==> src/rtl/tdes_ahb_master.sv <==
// rtl/tdes_ahb_master.sv - AHB-Lite master sequencing the Triple-DES slave register map
module tdes_ahb_master #(
  parameter int SLOT_CYCLES = 8,
  parameter int LAT_SLOTS   = 6,
  parameter int READ_OFFSET = 5
) (
  input  logic        HCLK,
  input  logic        HRESET,
  input  logic        start,
  input  logic        enc_dec,
  input  logic [63:0] key1,
  input  logic [63:0] key2,
  input  logic [63:0] key3,
  input  logic        in_valid,
  input  logic [63:0] in_data,
  input  logic        in_last,
  output logic        in_ready,
  output logic        out_valid,
  output logic [63:0] out_data,
  output logic        busy,
  output logic        err,
  input  logic        HREADY,
  input  logic        HRESP,
  input  logic [63:0] HRDATA,
  output logic        HSEL,
  output logic [31:0] HADDR,
  output logic        HWRITE,
  output logic [1:0]  HTRANS,
  output logic [63:0] HWDATA,
  output logic [2:0]  HSIZE,
  output logic [2:0]  HBURST,
  output logic [3:0]  HPROT,
  output logic        HMASTLOCK
);

  localparam int SW = $clog2(SLOT_CYCLES);
  localparam int OW = $clog2(LAT_SLOTS + 2);
  localparam logic [SW-1:0] LAST_CYC = SW'(SLOT_CYCLES - 1);
  localparam logic [SW-1:0] RD_CYC   = SW'(READ_OFFSET);
  localparam logic [SW-1:0] CAP_CYC  = SW'(READ_OFFSET + 1);
  localparam logic [SW-1:0] CFG_END  = SW'(4);
  localparam logic [OW-1:0] LAT      = OW'(LAT_SLOTS);
  localparam logic [31:0] A_MODE  = 32'hAAAAAAA0;
  localparam logic [31:0] A_CHUNK = 32'hAAAAAAA4;
  localparam logic [31:0] A_RES   = 32'hAAAAAAA8;
  localparam logic [1:0] TR_IDLE   = 2'b00;
  localparam logic [1:0] TR_NONSEQ = 2'b10;

  typedef enum logic [2:0] {IDLE, CFG, SLOT_WAIT, SLOT, DRAIN, ERROR} state_t;

  state_t        state, stateNext;
  logic [SW-1:0] slotCnt, slotCntNext;
  logic [OW-1:0] outCnt, outCntNext;
  logic          readSlot, readSlotNext;
  logic          modeReg, lastReg, dataPhase, errReg, accept;
  logic [63:0]   key1Reg, key2Reg, key3Reg, chunkReg;
  logic          wrData, rdData, errHit, advance;

  assign HSIZE     = 3'b011;
  assign HBURST    = 3'b000;
  assign HPROT     = 4'h3;
  assign HMASTLOCK = 1'b0;
  assign err       = errReg;
  assign busy      = (state == CFG) || (state == SLOT_WAIT) || (state == SLOT) || (state == DRAIN);

  // Chunk write data phase is slot cycle 1; result data phase follows the read address cycle.
  assign wrData  = (state == SLOT) && (slotCnt == SW'(1));
  assign rdData  = ((state == SLOT) || (state == DRAIN)) && readSlot && (slotCnt == CAP_CYC);
  // An error response aborts everything regardless of HREADY.
  assign errHit  = dataPhase && HRESP;
  assign advance = HREADY || (state == IDLE) || (state == ERROR);

  // Outstanding-chunk count after this cycle's write and read data phases.
  always_comb begin
    outCntNext = outCnt;
    if (wrData && !rdData) outCntNext = outCnt + 1'b1;
    else if (rdData && !wrData) outCntNext = outCnt - 1'b1;
  end

  // Next state and bus drive decoded from state and slot position.
  always_comb begin
    stateNext    = state;
    slotCntNext  = slotCnt;
    readSlotNext = readSlot;
    accept       = 1'b0;
    HSEL         = 1'b0;
    HADDR        = '0;
    HWRITE       = 1'b0;
    HTRANS       = TR_IDLE;
    HWDATA       = '0;
    in_ready     = 1'b0;
    case (state)
      IDLE, ERROR: begin
        if (start) begin
          stateNext   = CFG;
          slotCntNext = '0;
        end
      end
      CFG: begin
        HSEL   = 1'b1;
        HWRITE = 1'b1;
        if (slotCnt < CFG_END) begin
          HTRANS = TR_NONSEQ;
          HADDR  = {A_MODE[31:2], slotCnt[1:0]};
        end
        if (slotCnt == SW'(1)) HWDATA = {63'b0, modeReg};
        else if (slotCnt == SW'(2)) HWDATA = key1Reg;
        else if (slotCnt == SW'(3)) HWDATA = key2Reg;
        else if (slotCnt == CFG_END) HWDATA = key3Reg;
        if (slotCnt == CFG_END) begin
          stateNext   = SLOT_WAIT;
          slotCntNext = '0;
        end else begin
          slotCntNext = slotCnt + 1'b1;
        end
      end
      SLOT_WAIT: begin
        HSEL     = 1'b1;
        HWRITE   = 1'b1;
        in_ready = HREADY;
        // The handshake cycle doubles as slot cycle 0 so back-to-back chunks keep the slot rate.
        if (in_valid && HREADY) begin
          accept       = 1'b1;
          HTRANS       = TR_NONSEQ;
          HADDR        = A_CHUNK;
          stateNext    = SLOT;
          slotCntNext  = SW'(1);
          readSlotNext = (outCnt >= LAT);
        end
      end
      SLOT, DRAIN: begin
        HSEL   = 1'b1;
        HWRITE = 1'b1;
        if (wrData) HWDATA = chunkReg;
        if (readSlot && (slotCnt == RD_CYC)) begin
          HADDR  = A_RES;
          HWRITE = 1'b0;
          HTRANS = TR_NONSEQ;
        end
        if (slotCnt == LAST_CYC) begin
          slotCntNext = '0;
          if ((state == DRAIN) || lastReg) begin
            if (outCntNext == '0) begin
              stateNext = IDLE;
            end else begin
              stateNext    = DRAIN;
              readSlotNext = 1'b1;
            end
          end else begin
            stateNext = SLOT_WAIT;
          end
        end else begin
          slotCntNext = slotCnt + 1'b1;
        end
      end
      default: stateNext = IDLE;
    endcase
  end

  // Control state; everything holds while the slave stretches a phase.
  always_ff @(posedge HCLK or posedge HRESET) begin
    if (HRESET) begin
      state     <= IDLE;
      slotCnt   <= '0;
      outCnt    <= '0;
      readSlot  <= 1'b0;
      dataPhase <= 1'b0;
      errReg    <= 1'b0;
      modeReg   <= 1'b0;
      key1Reg   <= '0;
      key2Reg   <= '0;
      key3Reg   <= '0;
      chunkReg  <= '0;
      lastReg   <= 1'b0;
    end else if (errHit) begin
      state     <= ERROR;
      slotCnt   <= '0;
      outCnt    <= '0;
      readSlot  <= 1'b0;
      dataPhase <= 1'b0;
      errReg    <= 1'b1;
    end else if (advance) begin
      state     <= stateNext;
      slotCnt   <= slotCntNext;
      outCnt    <= outCntNext;
      readSlot  <= readSlotNext;
      dataPhase <= (HTRANS == TR_NONSEQ);
      if (((state == IDLE) || (state == ERROR)) && start) begin
        modeReg <= enc_dec;
        key1Reg <= key1;
        key2Reg <= key2;
        key3Reg <= key3;
        errReg  <= 1'b0;
      end
      if (accept) begin
        chunkReg <= in_data;
        lastReg  <= in_last;
      end
    end
  end

  // Result capture when the read data phase completes without error.
  always_ff @(posedge HCLK or posedge HRESET) begin
    if (HRESET) begin
      out_valid <= 1'b0;
      out_data  <= '0;
    end else begin
      out_valid <= rdData && HREADY && !errHit;
      if (rdData && HREADY && !errHit) out_data <= HRDATA;
    end
  end

endmodule

==> config.mk <==
export PLATFORM = sky130hd
export DESIGN_NAME = tdes_ahb_master
export DESIGN_NICKNAME = d
export VERILOG_FILES = /design/src/rtl/tdes_ahb_master.sv
export SDC_FILE = /design/constraint.sdc
export NUM_CORES = 1
export LEC_CHECK = 0
export CAP_MARGIN = 10
export CORE_MARGIN = 2
export CORE_UTILIZATION = 40
export CTS_CLUSTER_DIAMETER = 80
export CTS_CLUSTER_SIZE = 25
export DETAILED_ROUTE_END_ITERATION = 16
export DONT_BUFFER_PORTS = 1
export GPL_ROUTABILITY_DRIVEN = 0
export GPL_TIMING_DRIVEN = 0
export HOLD_SLACK_MARGIN = 0.12
export PLACE_DENSITY_LB_ADDON = 0.15
export SLEW_MARGIN = 30
export SYNTH_ARGS = -nofsm -noshare
export SYNTH_HDL_FRONTEND = slang
export SYNTH_SLANG_ARGS = --single-unit
==> constraint.sdc <==
create_clock -name HCLK -period 13.45 [get_ports HCLK]
set_input_delay 4.035 -clock HCLK [delete_from_list [all_inputs] [get_ports HCLK]]
set_output_delay 4.035 -clock HCLK [all_outputs]
set_load 0.02 [all_outputs]
==> impl_metrics.tcl <==
set metrics [dict create \
    yosys_warnings 0 \
    cts_resized 0 \
    max_freq_ghz 0.105 \
    yosys.area_share.simple_pct 8.29 \
    synth_cells 1300 \
    dpl-instance-area_um2 16100 \
    rsz0062_at_grt "false" \
    dp_hpwl_mm 37.7 \
    synth_area_per_cell_um2 11.7 \
    worst-setup-path-type "in -> out" \
    htreeDepth 1 \
    path_clk_slew_ps 90 \
    p_total_w 0.00355 \
    synth_top_family_by_area "multiplexers" \
    setup_viol 0 \
    synth-seq-cells 335 \
    core_um2 37700 \
    max-cap-violations 0 \
    cts-root-buf "clkbuf_16" \
    fin_util_pct 44.9 \
    drt_pass1_iterations 5 \
    worst_ep_required_time_ps 9410 \
    finClkSkew_ps 18.0 \
    cp_max_fo 10 \
    row_count 71 \
    syn_area_um2 15300 \
    tightest_slew_ps 970 \
    drv_slew 0 \
    finalHoldViolations 0 \
    drive_above_1_share_pct 29.6 \
    postCtsSetupBuffers 0 \
    die_area_um2 39700 \
    cts_tree "done" \
    status "complete, no violations" \
    track_usage_pct 24.7 \
    worstSkewPairLatency_ps 560 \
    synth_mux_area_share_pct 19.2 \
    final_area_um2 16900 \
    clock_sinks 335 \
    peakVddDrop_mv 0.102 \
    endpoint_kind "output port" \
    avgViaCountPerCell 5.42 \
    synth_cell_types 50 \
    grt-ovfl-total 0 \
    timing.final.crit_share_pct 70.5 \
    hold_path_class "reg -> reg" \
    wl_mm 50.5 \
    cp-start-kind "primary input" \
    port_buffers 0 \
    vias 10300 \
    final_net_count 1689 \
    synth_fa_ha_area_share_pct 0.656 \
    syn_to_final_growth_pct 10.7 \
    fp.dieH_um 199 \
    drt_iter0_drc 572 \
    period_needed_ps 9490 \
    grt_pass1_wl_mm 70.8 \
    cts_made_buffers 22 \
    relSlewSlack_pct 35.3 \
    wire_per_inst_um 26.6 \
    drc 0 \
    synth_seq_area_share_pct 54.9 \
    synth-compound-area-share_pct 10.9 \
    postSynth.asyncResetShare_pct 100 \
    synth_xor_area_share_pct 0.229 \
    grt_pass1_vias 10400 \
    worstPathArrival_ps 5450 \
    nFillCells 3566 \
    ios 507 \
    start_util_pct 40.5 \
    ctsLongestPathBuffers 3 \
    p_leak_nw 7.60 \
    ys.flop_type "dfrtp_1" \
    die_w_um 199 \
    regArea_um2 8380 \
    postRouteAntennaNets 0 \
    antenna_found_initial 31 \
    grt_max_degree 85 \
    p_per_area_nw_per_um2 210 \
    postCtsHoldBufs 0 \
    synth_edf_count 0 \
    multiInputGateArea_um2 6100 \
]
cell usage in the layout, fill, tap and decap left out, types with 23 or more instances in the layout:
master,Yosys,routed
conb_1,2,26
dfrtp_1,335,335
a21oi_1,73,73
clkbuf_1,31,32
clkbuf_16,0,23
buf_2,29,29
mux2_2,258,258
buf_4,49,49
nor2_1,79,78
a22oi_1,67,67
nand2_1,201,201
a22o_1,65,65
final timing paths:
path | startpoint | to | slack [ps] | cells past startpoint
max | HREADY | HADDR[23] | 3960 | 6
min | key3Reg[1] | key3Reg[1] | 510 | 1
max reg2reg | state[0] | key2Reg[3] | 10940 | 6
min reg2reg | key3Reg[1] | key3Reg[1] | 510 | 1
max in group asynchronous | HRESET | key3Reg[63] | 9070 | 3
min in group asynchronous | HRESET | key1Reg[15] | 3300 | 1
flip-flops by register name, summed over array words and instances, names as in the netlist, 3 cells and up:
register and cells:
chunkReg 64, key1Reg 64, key2Reg 64, key3Reg 64, outCnt 3, out_data 64, slotCnt 3, state 3
synth_stat cells (all sizes together), types with 4 or more instances:
library cell  instances  area (µm²)
o21ai                 9        45.0
clkbuf               31         116
a22oi                67         503
nor3                  4        25.0
inv                  11        41.3
ha                    8         100
a22o                 65         569
nor2b                 9        56.3
nand3                 5        25.0
a21oi                74         382
nor2                 79         297
dfrtp               335        8380
and2                  4        25.0
buf                  99         719
mux2                258        2910
nand2               201         754
cell type report:
class | instances | share of cell area [%]
Antenna cell | 20 | 0.296
Clock buffer | 25 | 3.51
Buffer | 130 | 4.94
Sequential cell | 335 | 49.6
Timing Repair Buffer | 5 | 0.718
Clock inverter | 13 | 0.762
Multi-Input combinational cell | 848 | 36.1
Inverter | 11 | 0.289
Tap cell | 511 | 3.78
worst max-delay path, cell delays in order:
cell and delay [ps]:
and4bb_2 310, and2_1 390, a21oi_1 120, o21ai_2 210
buf_6 220, buf_4 150
through the flow:
| step | hold WS [ps] | std cells | setup TNS [ps] | setup slack (ps) |
|---|---|---|---|---|
| floorplan | 479 | 1324 | 0 | 133 |
| global placement | 487 | 1835 | -1369520 | -4130 |
| detailed placement | 494 | 1840 | 0 | 4000 |
| CTS | 514 | 1878 | 0 | 3990 |
| global route | 521 | 1892 | 0 | 3940 |
| finish | 512 | 1898 | 0 | 3960 |
logic make-up after synthesis:
kind of cell,count (synthesis)
XOR/XNOR,4
flip-flops,335
buffers and inverters,141
adder cells (fa/ha/maj),8
AND/OR/NAND/NOR,313
other,2
multiplexers,261
AO/OA/AOI/OAI,236
metal layers:
metal	wire (µm)	part of all wire [%]	GRT usage [%]	up-vias
met4	1120	2.2	7.13	20
met5	145	0.29	0	-
met1	20000	40	30.2	5164
met2	24900	49	41.8	385
li1	-	-	-	4633
met3	4310	8.5	7.75	77
where the power goes:
part	total (W)	internal (W)	switching, W
combinational	0.00119	0.000582	0.000608
sequential	0.00163	0.00142	0.000211
clock	0.000732	0.000336	0.000397
total	0.00355	0.00234	0.00122
Note: power is estimated with default switching activity, not from simulation.
